`src/rtl/mips_shift_sequencer_pkg.sv`:
```
// Shared definitions for the shift sequencer: ALU control codes, FSM states, helpers.
// Latency: n/a (declarations only).
// Backpressure: n/a.
package mips_shift_sequencer_pkg;

    localparam int DATA_WIDTH_DEF  = 32;
    localparam int SHAMT_WIDTH_DEF = 5;

    // ALU control codes understood by the MIPS ALU this block drives.
    localparam logic [3:0] ALU_AND  = 4'b0000;
    localparam logic [3:0] ALU_OR   = 4'b0001;
    localparam logic [3:0] ALU_ADD  = 4'b0010;
    localparam logic [3:0] ALU_SUB  = 4'b0110;
    localparam logic [3:0] ALU_SLT  = 4'b0111;
    localparam logic [3:0] ALU_SLL1 = 4'b1000;
    localparam logic [3:0] ALU_SRL1 = 4'b1001;
    localparam logic [3:0] ALU_NOR  = 4'b1100;
    localparam logic [3:0] ALU_LUI  = 4'b1111;

    typedef enum logic [1:0] {
        IDLE  = 2'd0,
        SHIFT = 2'd1,
        DONE  = 2'd2
    } state_e;

    // Single-bit shift opcode for the requested direction (0 = left, 1 = right).
    function automatic logic [3:0] shift_code(input logic op);
        return op ? ALU_SRL1 : ALU_SLL1;
    endfunction

endpackage

```
`src/rtl/mips_shift_sequencer_if.sv`:
```
// Request/result and ALU-facing signal bundle of the shift sequencer.
// Latency: n/a (wires only).
// Backpressure: none; start_in is ignored while the sequencer is busy.
interface mips_shift_sequencer_if #(
    parameter int DATA_WIDTH  = 32,
    parameter int SHAMT_WIDTH = 5
);
    logic                   start_in;
    logic                   op_in;
    logic [DATA_WIDTH-1:0]  data_in;
    logic [SHAMT_WIDTH-1:0] shamt_in;
    logic                   busy_out;
    logic                   done_out;
    logic [DATA_WIDTH-1:0]  result_out;
    logic                   zero_out;
    logic [3:0]             alu_cntrl_out;
    logic [DATA_WIDTH-1:0]  alu_a_out;
    logic [DATA_WIDTH-1:0]  alu_b_out;
    logic [DATA_WIDTH-1:0]  alu_result_in;
    logic                   alu_zero_in;

    // Control unit / ALU side: issues requests and returns ALU results.
    modport master (
        output start_in, op_in, data_in, shamt_in, alu_result_in, alu_zero_in,
        input  busy_out, done_out, result_out, zero_out,
               alu_cntrl_out, alu_a_out, alu_b_out
    );

    // Sequencer side.
    modport slave (
        input  start_in, op_in, data_in, shamt_in, alu_result_in, alu_zero_in,
        output busy_out, done_out, result_out, zero_out,
               alu_cntrl_out, alu_a_out, alu_b_out
    );
endinterface

```
`src/rtl/mips_shift_sequencer.sv`:
```
// Variable-amount logical shifter built from repeated ALU shift-by-1 operations.
// Latency: shamt+1 cycles from accepting edge to done_out (1 cycle for shamt 0).
// Backpressure: start_in ignored while busy; accepted in IDLE or in the DONE cycle.
module mips_shift_sequencer
    import mips_shift_sequencer_pkg::*;
#(
    parameter int DATA_WIDTH  = DATA_WIDTH_DEF,
    parameter int SHAMT_WIDTH = SHAMT_WIDTH_DEF
) (
    input  logic                 clk,
    input  logic                 reset,
    mips_shift_sequencer_if.slave bus
);

    state_e                 state_q,  state_d;
    logic [DATA_WIDTH-1:0]  work_q,   work_d;
    logic [SHAMT_WIDTH-1:0] count_q,  count_d;
    logic                   op_q,     op_d;
    logic                   busy_q,   busy_d;
    logic                   done_q,   done_d;
    logic [DATA_WIDTH-1:0]  result_q, result_d;
    logic                   zero_q,   zero_d;
    logic [3:0]             cntrl_q,  cntrl_d;
    logic [DATA_WIDTH-1:0]  alu_b_q,  alu_b_d;

    // Next-state and next-output computation; every output is then registered.
    always_comb begin
        state_d  = state_q;
        work_d   = work_q;
        count_d  = count_q;
        op_d     = op_q;
        result_d = result_q;
        zero_d   = zero_q;

        case (state_q)
            IDLE, DONE: begin
                if (bus.start_in) begin
                    work_d  = bus.data_in;
                    count_d = bus.shamt_in;
                    op_d    = bus.op_in;
                    if (bus.shamt_in != '0) begin
                        state_d = SHIFT;
                    end else begin
                        // Zero shift bypasses the ALU entirely.
                        state_d  = DONE;
                        result_d = bus.data_in;
                        zero_d   = (bus.data_in == '0);
                    end
                end else begin
                    state_d = IDLE;
                end
            end
            SHIFT: begin
                // The ALU result of this cycle is the operand for the next one.
                work_d  = bus.alu_result_in;
                count_d = count_q - SHAMT_WIDTH'(1);
                if (count_q == SHAMT_WIDTH'(1)) begin
                    state_d  = DONE;
                    result_d = bus.alu_result_in;
                    zero_d   = bus.alu_zero_in;
                end
            end
            default: state_d = IDLE;
        endcase

        // ALU drives follow the next state so they are aligned with the registered state.
        busy_d  = (state_d == SHIFT);
        done_d  = (state_d == DONE);
        cntrl_d = busy_d ? shift_code(op_d) : ALU_AND;
        alu_b_d = busy_d ? work_d : '0;
    end

    // State and output registers with synchronous reset.
    always_ff @(posedge clk) begin
        if (reset) begin
            state_q  <= IDLE;
            work_q   <= '0;
            count_q  <= '0;
            op_q     <= 1'b0;
            busy_q   <= 1'b0;
            done_q   <= 1'b0;
            result_q <= '0;
            zero_q   <= 1'b0;
            cntrl_q  <= ALU_AND;
            alu_b_q  <= '0;
        end else begin
            state_q  <= state_d;
            work_q   <= work_d;
            count_q  <= count_d;
            op_q     <= op_d;
            busy_q   <= busy_d;
            done_q   <= done_d;
            result_q <= result_d;
            zero_q   <= zero_d;
            cntrl_q  <= cntrl_d;
            alu_b_q  <= alu_b_d;
        end
    end

    assign bus.busy_out      = busy_q;
    assign bus.done_out      = done_q;
    assign bus.result_out    = result_q;
    assign bus.zero_out      = zero_q;
    assign bus.alu_cntrl_out = cntrl_q;
    assign bus.alu_a_out     = '0;
    assign bus.alu_b_out     = alu_b_q;

endmodule

```
`src/flat_wrapper.sv`:
```
// flat-port wrapper written by rule: the top's interface ports become plain ports
module mips_shift_sequencer_flat import mips_shift_sequencer_pkg::*;
#(
    parameter int DATA_WIDTH  = DATA_WIDTH_DEF,
    parameter int SHAMT_WIDTH = SHAMT_WIDTH_DEF
)
  (clk, reset, bus_start_in, bus_op_in, bus_data_in, bus_shamt_in, bus_alu_result_in, bus_alu_zero_in, bus_busy_out, bus_done_out, bus_result_out, bus_zero_out, bus_alu_cntrl_out, bus_alu_a_out, bus_alu_b_out);
  mips_shift_sequencer_if #(.DATA_WIDTH(DATA_WIDTH), .SHAMT_WIDTH(SHAMT_WIDTH)) bus_i ();
  input  logic clk;
  input  logic reset;
  input wire logic [$bits(bus_i.start_in)-1:0] bus_start_in;
  input wire logic [$bits(bus_i.op_in)-1:0] bus_op_in;
  input wire logic [$bits(bus_i.data_in)-1:0] bus_data_in;
  input wire logic [$bits(bus_i.shamt_in)-1:0] bus_shamt_in;
  input wire logic [$bits(bus_i.alu_result_in)-1:0] bus_alu_result_in;
  input wire logic [$bits(bus_i.alu_zero_in)-1:0] bus_alu_zero_in;
  output wire logic [$bits(bus_i.busy_out)-1:0] bus_busy_out;
  output wire logic [$bits(bus_i.done_out)-1:0] bus_done_out;
  output wire logic [$bits(bus_i.result_out)-1:0] bus_result_out;
  output wire logic [$bits(bus_i.zero_out)-1:0] bus_zero_out;
  output wire logic [$bits(bus_i.alu_cntrl_out)-1:0] bus_alu_cntrl_out;
  output wire logic [$bits(bus_i.alu_a_out)-1:0] bus_alu_a_out;
  output wire logic [$bits(bus_i.alu_b_out)-1:0] bus_alu_b_out;
  assign bus_i.start_in = bus_start_in;
  assign bus_i.op_in = bus_op_in;
  assign bus_i.data_in = bus_data_in;
  assign bus_i.shamt_in = bus_shamt_in;
  assign bus_i.alu_result_in = bus_alu_result_in;
  assign bus_i.alu_zero_in = bus_alu_zero_in;
  assign bus_busy_out = bus_i.busy_out;
  assign bus_done_out = bus_i.done_out;
  assign bus_result_out = bus_i.result_out;
  assign bus_zero_out = bus_i.zero_out;
  assign bus_alu_cntrl_out = bus_i.alu_cntrl_out;
  assign bus_alu_a_out = bus_i.alu_a_out;
  assign bus_alu_b_out = bus_i.alu_b_out;
  mips_shift_sequencer #(.DATA_WIDTH(DATA_WIDTH), .SHAMT_WIDTH(SHAMT_WIDTH)) u_core (.clk(clk), .reset(reset), .bus(bus_i));
endmodule
```
`config.mk`:
```
export PLATFORM = sky130hd
export DESIGN_NAME = mips_shift_sequencer_flat
export DESIGN_NICKNAME = d
export VERILOG_FILES = /design/src/rtl/mips_shift_sequencer_pkg.sv /design/src/rtl/mips_shift_sequencer_if.sv /design/src/rtl/mips_shift_sequencer.sv /design/src/flat_wrapper.sv
export SDC_FILE = /design/constraint.sdc
export NUM_CORES = 1
export LEC_CHECK = 0
export BUFFER_PORTS_ARGS = -buffer_cell sky130_fd_sc_hd__buf_2
export CAP_MARGIN = 15
export CORE_ASPECT_RATIO = 0.5
export CORE_MARGIN = 2
export CORE_UTILIZATION = 43
export DETAILED_ROUTE_END_ITERATION = 10
export PLACE_DENSITY = 0.71
export SETUP_SLACK_MARGIN = 0.2
export SLEW_MARGIN = 10
export SYNTH_ARGS = -nofsm -noshare
export SYNTH_HDL_FRONTEND = slang
export SYNTH_SLANG_ARGS = --single-unit
export TNS_END_PERCENT = 1
```
`constraint.sdc`:
```
create_clock -name clk -period 2.2 [get_ports clk]
set_input_delay 0.11 -clock clk [delete_from_list [all_inputs] [get_ports clk]]
set_output_delay 0.11 -clock clk [all_outputs]
set_load 0.005 [all_outputs]
```
==> flow_summary.ini, run 1 <==
[outcome]
status = completed

[floorplan]
coreArea_um2 = 11000
die_x_um = 155
die_y_um = 79.5
rows = 27
design.portCount = 177
start_util_pct = 44.4
die_area_um2 = 12300

[worst_setup_path]
slowest_stage = or4b_1
path_class = flop to flop
worstPathArrival_ns = 2.13
end_kind = flop
cp-endpoint = u_core.bus.result_out[14]$_SDFFE_PP0P_
r2r-start = u_core.count_q[1]$_SDFFE_PP0P_
path_cells = inv_1 -> ha_1 -> or4b_1 -> o32ai_4 -> buf_12 -> buf_4 -> buf_16 -> a311oi_2
cp.required_ns = 2.40
rrSetupSlack_ns = 0.27
rr_worst_depth = 8
cpPeakStageDelay_ns = 0.51
critPathLaunchType = flop
cp-startpoint = u_core.count_q[1]$_SDFFE_PP0P_
critPathMaxFanout = 23
r2r-end = u_core.bus.result_out[14]$_SDFFE_PP0P_

[place]
hpwlAfterDp_um = 9120
gp_congestion = 0.862
io_buffers = 142

[logic_synthesis]
syn_inst = 568
synth_edf_count = 0
yosys_warnings = 0
syn_area_um2 = 4910
avgSynthCellArea_um2 = 8.64
ys.flop_type = dfxtp_1
async_flop_share_pct = 0
ys_ff_latch = 109
ys_types = 35
ys_seq_area_share_pct = 44.5

[cts]
cts-root-buf = clkbuf_16
path_clk_slew_ns = 0.07
numClockSinks = 109
clock_latency_ns = 0.34
ctsHoldBuffers = 0
cts_made_buffers = 9
cts_tree = done
cts_buffer_depth = 2
cts_max_level = 3

[power]
p_sw_uw = 1260
switching_share_pct = 26.3
pwr-share-comb_pct = 17.5
power_density_nw_per_um2 = 777
p_total_uw = 4780
ir_drop_v = 0.000414
p_seq_share_pct = 46.0
leakage_uw = 0.00287
p_int_uw = 3520
pwr-share-clk_pct = 36.4

[global_routing]
gr-total-overflow = 0
first_global_vias = 4013
antenna_found_initial = 0
grt_max_degree = 29
grt_pass1_wl_um = 20300
grt_usage_pct = 20.7

[worst_hold_path]
hold_path.class = input pin to flop
min-delay-start = bus_alu_result_in[30]
holdPathStages = 3

[detailed_routing]
antenna_left = 0
viasPerCell = 5.11
drt-initial-drc-count = 196
wl_um = 13200
wl_per_cell_um = 15.5
firstDrtPassIters = 4
drc = 0
route.vias.total = 4362

[finish]
syn_to_final_growth_pct = 25.3
drive_above_1_share_pct = 32.5
antenna_cells = 0
final_nets = 779

[sta]
min_period_ns = 1.93
tns_ns = 0
hold_viol = 0
post-route-period-util_pct = 87.8
finalSetupViolations = 0
rsz0062_at_grt = yes
fmax_mhz = 518
slew_violations = 0
maxSlewHeadroom_pct = 61.7
fin_skew_ns = 0.0127
worst_pin_slew_ns = 0.569

[flow_run]
maxCapViolCount = 0
-- metal layers --
metal	vias up	GRT usage, %	routed length [um]
li1	2133	-	-
met1	2073	26.9	5910
met2	144	34.9	6240
met3	12	5.54	917
met4	0	4.26	110
met5	-	0	0
-- worst max-delay path, delay by kind of cell (launching register included) --
| family | cells | cell delay [ns] |
|---|---|---|
| AOI/OAI and AO/OA | 2 | 0.25 |
| buffers and inverters | 4 | 0.56 |
| DFF | 1 | 0.32 |
| and+or+nand+nor | 1 | 0.51 |
| adders and majority gates | 1 | 0.14 |
-- power by group through the flow --
stage                     Clock, uW  Combinational [uW]  Sequential, uW
after floorplan                   0                 527            2240
final                          1740                 838            2200
after CTS                      1780                 819            2200
after global placement            0                 791            2240
after global routing           1870                 941            2220
after detailed placement          0                 806            2240
-- per-stage QoR --
step           utilization, %  hold slack, ns  setup WS, ns  cell area (um2)  std cells
3_3_place_gp             51.4           0.372         0.328             5680        830
6_report                 55.7          0.0455         0.268             6150        853
2_1_floorplan               -           0.265         0.380             5030        601
4_1_cts                  54.7          0.0371         0.185             6040        847
5_1_grt                  55.7          0.0404         0.180             6150        853
3_5_place_dp             51.4           0.390         0.187             5680        830
-- placed cells by master, fill, tap and decap left out, types with 10 or more instances in the layout --
cell type / Yosys / layout
a311oi_1: 23 / 23
a311oi_2: 10 / 10
buf_2: 11 / 142
buf_4: 35 / 16
clkbuf_16: 0 / 12
conb_1: 1 / 34
dfxtp_1: 109 / 107
mux2_2: 32 / 32
mux2i_1: 33 / 33
nand2_1: 98 / 98
nor2_1: 107 / 107
o21ai_0: 35 / 35
-- flip-flops by register name, indices dropped and copies added, names as in the netlist --
name	cells
u_core.state_q	2
u_core.bus.result_out	32
u_core.work_q	32
u_core.bus.busy_out	1
u_core.bus.alu_cntrl_out	2
u_core.bus.done_out	1
u_core.count_q	5
u_core.bus.zero_out	1
u_core.bus.alu_b_out	32
u_core.op_q	1
-- cell families after synthesis --
logic type               share of synthesized area, %
flip-flops                                       44.5
adder cells (fa/ha/maj)                         0.510
AND/OR/NAND/NOR                                  18.7
AO/OA/AOI/OAI                                    12.8
other                                          0.0764
buffers and inverters                            9.38
multiplexers                                     14.1
-- how the worst min path moves through the flow --
stage | end | slack (ns)
final | u_core.bus.result_out[30]$_SDFFE_PP0P_ | 0.05
after global routing | u_core.bus.result_out[30]$_SDFFE_PP0P_ | 0.04
after CTS | u_core.bus.result_out[30]$_SDFFE_PP0P_ | 0.04
after detailed placement | u_core.bus.result_out[30]$_SDFFE_PP0P_ | 0.39
after global placement | u_core.bus.alu_cntrl_out[0]$_SDFF_PP0_ | 0.37
after floorplan | u_core.count_q[0]$_SDFFE_PP0P_ | 0.26
-- area by class of cell --
type | count | area, um2
clock buffers | 11 | 243
clock inverters | 5 | 81.3
fillers | 1030 | 4900
inverters | 6 | 22.5
multi-input cells | 410 | 2410
flip-flops and latches | 109 | 2180
well taps | 145 | 181
repair buffers | 167 | 1030
-- cells in the mapped netlist (all sizes together) (2+ instances only) --
cell | n | area, um2
a211oi | 2 | 15.0
a21oi | 6 | 30.0
mux2 | 32 | 360
o21ai | 35 | 175
or4 | 3 | 26.3
a311oi | 33 | 352
inv | 5 | 18.8
o32ai | 2 | 25.0
clkbuf | 25 | 93.8
ha | 2 | 25.0
nor2 | 107 | 402
and2 | 2 | 12.5
mux2i | 33 | 330
buf | 51 | 344
dfxtp | 109 | 2180
nand2 | 98 | 368
nor2b | 2 | 12.5
nor4 | 8 | 50.1
nand2b | 3 | 18.8
-- timing repair --
action | CTS | global route
cloned | 1 | 3
buffers inserted | 0 | 3
endpoints found under the setup margin | 1 | 33
gates resized for setup | 1 | 3
pin swaps | 0 | 1
No activity file was read; power rests on OpenSTA's default activity.
==> run 2: changes to the inputs <==
Settings changed: MAX_ROUTING_LAYER from default to met4.
==> run 2 against run 1 <==
  * Sequential share of layout area did not move
  * Highest routed layer unchanged
  * Largest cell class unchanged
  * Setup slack got worse by 0.00099 ns
  * Flip-flop and latch count did not move
  * Clock skew fell by 0.00082 ns
  * Non-clock buffer count did not move
  * Combinational power barely moved
  * Clock power barely moved
  * Via count rose by 0.39%
==> flow_summary.ini, run 2 (same netlist as run 1, synthesis figures left out) <==
[power]
p_sw_uw = 1260
p_total_uw = 4780
pwr-share-clk_pct = 36.5
switching_share_pct = 26.3
leakage_uw = 0.00287
p_seq_share_pct = 46.0
p_int_uw = 3520
power_density_nw_per_um2 = 778
ir_drop_v = 0.000412
pwr-share-comb_pct = 17.5

[cts]
path_clk_slew_ns = 0.07
clock_latency_ns = 0.33
ctsHoldBuffers = 0
cts_tree = done
cts_buffer_depth = 2
cts-root-buf = clkbuf_16
cts_max_level = 3
cts_made_buffers = 9
numClockSinks = 109

[global_routing]
antenna_found_initial = 0
first_global_vias = 4013
grt_pass1_wl_um = 20300
grt_usage_pct = 21.3
grt_max_degree = 29
gr-total-overflow = 0

[place]
gp_congestion = 0.876
hpwlAfterDp_um = 9120
io_buffers = 142

[finish]
syn_to_final_growth_pct = 25.3
antenna_cells = 0
drive_above_1_share_pct = 32.5
final_common_cell = buf_2
seq_area_um2 = 2180
fill_cells = 1030
final_nets = 779
mostFrequentLayoutCells = buf_2 (142), nor2_1 (107), dfxtp_1 (107), nand2_1 (98), o21ai_0 (35)
multiInputGateArea_um2 = 2410

[detailed_routing]
viasPerCell = 5.13
route.vias.total = 4379
drc = 0
firstDrtPassIters = 4
wl_per_cell_um = 15.4
antenna_left = 0
wl_um = 13100
drt-initial-drc-count = 205

[sta]
finalSetupViolations = 0
fin_skew_ns = 0.0119
slew_violations = 0
rsz0062_at_grt = yes
min_period_ns = 1.93
worst_pin_slew_ns = 0.522
tns_ns = 0
maxSlewHeadroom_pct = 64.9
fmax_mhz = 517
hold_viol = 0
post-route-period-util_pct = 87.9

[worst_setup_path]
path_cells = inv_1 -> ha_1 -> or4b_1 -> o32ai_4 -> buf_12 -> buf_4 -> buf_16 -> a311oi_2
critPathMaxFanout = 23
worstPathArrival_ns = 2.13
end_kind = flop
cpPeakStageDelay_ns = 0.51
critPathLaunchType = flop
slowest_stage = or4b_1
crit_buf_inv = 4
path_class = flop to flop
cp.required_ns = 2.40
crit_family = buffers and inverters

[floorplan]
design.portCount = 177
rows = 27
die_y_um = 79.5
start_util_pct = 44.4
coreArea_um2 = 11000
die_x_um = 155
die_area_um2 = 12300

[outcome]
status = completed

[flow_run]
maxCapViolCount = 0

[worst_hold_path]
hold_path.class = input pin to flop
[run 2: path summary, 6_finish.rpt]
check / slack [ns] / start / endpoint / depth (start not counted)
min reg2reg: 0.49 / u_core.bus.result_out[2]$_SDFFE_PP0P_ / u_core.bus.result_out[2]$_SDFFE_PP0P_ / 2
max: 0.27 / u_core.count_q[1]$_SDFFE_PP0P_ / u_core.bus.result_out[14]$_SDFFE_PP0P_ / 8
min: 0.04 / bus_alu_result_in[30] / u_core.bus.result_out[30]$_SDFFE_PP0P_ / 3
max reg2reg: 0.27 / u_core.count_q[1]$_SDFFE_PP0P_ / u_core.bus.result_out[14]$_SDFFE_PP0P_ / 8
[run 2: metal layers]
metal	track usage, %	part of all wire (%)
met2	34.9	47
met3	5.43	7.9
met1	27.0	44
met5	-	0
met4	4.26	0.94
[run 2: per-stage QoR]
step | hold slack [ns] | util, % | cell area, um2 | setup slack (ns) | std cells
2_1_floorplan | 0.265 | - | 5030 | 0.380 | 601
3_3_place_gp | 0.372 | 51.4 | 5680 | 0.328 | 830
3_5_place_dp | 0.390 | 51.4 | 5680 | 0.187 | 830
4_1_cts | 0.0371 | 54.7 | 6040 | 0.185 | 847
5_1_grt | 0.0404 | 55.7 | 6150 | 0.180 | 853
6_report | 0.0448 | 55.7 | 6150 | 0.267 | 853
[run 2: tightest hold or removal path, stage by stage]
cell and delay (ns):
buf_2 0.10, nand2_1 0.05, a311oi_1 0.07
[run 2: cell type report]
type                       instances  share of cell area (%)
tap                              145                    2.95
clock buffer                      11                    3.95
multi-input combinational        410                    39.2
clock inverter                     5                    1.32
timing repair buffer             167                    16.7
inverter                           6                   0.366
sequential                       109                    35.5
[run 2: what timing repair did]
| item | 4_1_cts | 5_1_grt |
|---|---|---|
| setup endpoints to repair | 1 | 33 |
| pin swaps | 0 | 1 |
| endpoints found under the hold margin | 0 | 0 |
| buffers inserted | 0 | 3 |
| cloned | 1 | 3 |
| gates resized for setup | 1 | 3 |
[run 2: power groups by stage]
| stage | Combinational, uW | Clock, uW | Sequential (uW) |
|---|---|---|---|
| 2_1_floorplan | 527 | 0 | 2240 |
| 3_3_place_gp | 791 | 0 | 2240 |
| 3_5_place_dp | 806 | 0 | 2240 |
| 4_1_cts | 819 | 1780 | 2200 |
| 5_1_grt | 942 | 1860 | 2220 |
| 6_report | 839 | 1740 | 2200 |
==> run 3: changes to the inputs <==
Settings changed: RECOVER_POWER from default to 25.
==> run 3 against run 2 <==
  * Critical path depth stayed put
  * Count of clock-buffer cells in the layout stayed put
  * Largest cell class unchanged
  * Critical endpoint unchanged
  * Clock power hardly changed
  * Worst hold slack better by 0.00087 ns
==> flow_summary.ini, run 3 (same netlist as run 1, synthesis figures left out) <==
[floorplan]
rows = 27
coreArea_um2 = 11000
start_util_pct = 44.4
die_x_um = 155
die_area_um2 = 12300
design.portCount = 177
die_y_um = 79.5

[finish]
syn_to_final_growth_pct = 24.9
final_nets = 779
mostFrequentLayoutCells = buf_2 (125), nor2_1 (107), dfxtp_1 (107), nand2_1 (98), o21ai_0 (35)
antenna_cells = 0
drive_above_1_share_pct = 30.1
final_common_cell = buf_2

[worst_setup_path]
cp.required_ns = 2.40
path_class = flop to flop
worstPathArrival_ns = 2.13
critPathMaxFanout = 23
rr_worst_depth = 8
rrSetupSlack_ns = 0.27
end_kind = flop
r2r-start = u_core.count_q[1]$_SDFFE_PP0P_
critPathLaunchType = flop
r2r-end = u_core.bus.result_out[14]$_SDFFE_PP0P_

[global_routing]
gr-total-overflow = 0
grt_pass1_wl_um = 20300
antenna_found_initial = 0
grt_usage_pct = 21.3
grt_max_degree = 29
first_global_vias = 4013

[sta]
post-route-period-util_pct = 87.9
slew_violations = 0
min_period_ns = 1.93
rsz0062_at_grt = yes
maxSlewHeadroom_pct = 61.1
fmax_mhz = 517
hold_viol = 0
tns_ns = 0
fin_skew_ns = 0.0121
worst_pin_slew_ns = 0.578
finalSetupViolations = 0
setup_slack_ns = 0.266

[detailed_routing]
route.vias.total = 4366
drc = 0
viasPerCell = 5.12
wl_um = 13100
antenna_left = 0
drt-initial-drc-count = 236
wl_per_cell_um = 15.4
firstDrtPassIters = 5

[place]
hpwlAfterDp_um = 9120
pre_cts_ws_ns = 0.187
io_buffers = 142
gp_congestion = 0.876

[worst_hold_path]
min_to = u_core.bus.result_out[30]$_SDFFE_PP0P_
hold_path.class = input pin to flop
holdPathStages = 3
min-delay-start = bus_alu_result_in[30]

[cts]
cts_buffer_depth = 2
cts_made_buffers = 9
path_clk_slew_ns = 0.07
numClockSinks = 109
ctsHoldBuffers = 0
clock_latency_ns = 0.33
cts_max_level = 3
cts_tree = done
cts-root-buf = clkbuf_16

[power]
leakage_uw = 0.00280
p_sw_uw = 1260
ir_drop_v = 0.000412
pwr-share-comb_pct = 17.4
switching_share_pct = 26.4
power_density_nw_per_um2 = 779
p_int_uw = 3520
p_total_uw = 4780
pwr-share-clk_pct = 36.5
p_seq_share_pct = 46.1

[outcome]
status = completed

[flow_run]
maxCapViolCount = 0
## run 3: cell count changes in the layout (fill, tap and decap cells not counted), sizes merged
cell and delta:
buf -17, clkbuf +17
## run 3: power by group through the flow
stage                     clock [uW]  sequential [uW]  combinational, uW
after detailed placement           0             2240                806
after global routing            1860             2220                936
after CTS                       1780             2200                819
after global placement             0             2240                791
final                           1740             2200                832
after floorplan                    0             2240                527
## run 3: worst max-delay path by stage
stage / endpoint / cells after the start / start
after detailed placement: u_core.bus.result_out[27]$_SDFFE_PP0P_ / 6 / u_core.count_q[0]$_SDFFE_PP0P_
after global routing: u_core.bus.result_out[31]$_SDFFE_PP0P_ / 8 / u_core.count_q[1]$_SDFFE_PP0P_
final: u_core.bus.result_out[14]$_SDFFE_PP0P_ / 8 / u_core.count_q[1]$_SDFFE_PP0P_
after floorplan: u_core.bus.result_out[14]$_SDFFE_PP0P_ / 6 / u_core.count_q[0]$_SDFFE_PP0P_
after CTS: u_core.bus.result_out[27]$_SDFFE_PP0P_ / 6 / u_core.count_q[0]$_SDFFE_PP0P_
after global placement: u_core.bus.result_out[23]$_SDFFE_PP0P_ / 6 / u_core.count_q[0]$_SDFFE_PP0P_
## run 3: per-layer routing
metal | routed length, um | GRT usage, % | up-vias | part of all wire [%]
met5 | 0 | - | - | 0
met1 | 5910 | 27.0 | 2071 | 45
met3 | 975 | 5.43 | 13 | 7.4
met2 | 6140 | 34.9 | 154 | 47
li1 | - | - | 2128 | -
met4 | 125 | 4.26 | 0 | 0.95
## run 3: metrics by stage
step | std cells | utilization, % | hold slack (ns) | cell area, um2
final | 853 | 55.5 | 0.0457 | 6130
after global routing | 853 | 55.5 | 0.0404 | 6130
after CTS | 847 | 54.7 | 0.0371 | 6040
after detailed placement | 830 | 51.4 | 0.390 | 5680
after global placement | 830 | 51.4 | 0.372 | 5680
after floorplan | 601 | - | 0.265 | 5030
## run 3: cell type report
| cell class | instances | area, um2 |
|---|---|---|
| fillers | 1034 | 4920 |
| multi-input cells | 410 | 2410 |
| flip-flops and latches | 109 | 2180 |
| repair buffers | 167 | 1010 |
| clock buffers | 11 | 243 |
| well taps | 145 | 181 |
| clock inverters | 5 | 81.3 |
| inverters | 6 | 22.5 |
## run 3: what timing repair did
action                                  CTS  global route
setup buffers                             0             3
endpoints found under the setup margin    1            33
pin swaps                                 0             1
gates cloned                              1             3
gates resized for setup                   1             3
## run 3: critical path: stages (launching register included)
cell and delay [ns]:
dfxtp_1 0.32, inv_1 0.09, ha_1 0.14, or4b_1 0.51, o32ai_4 0.15, buf_12 0.17
buf_4 0.13, buf_16 0.17, a311oi_2 0.10
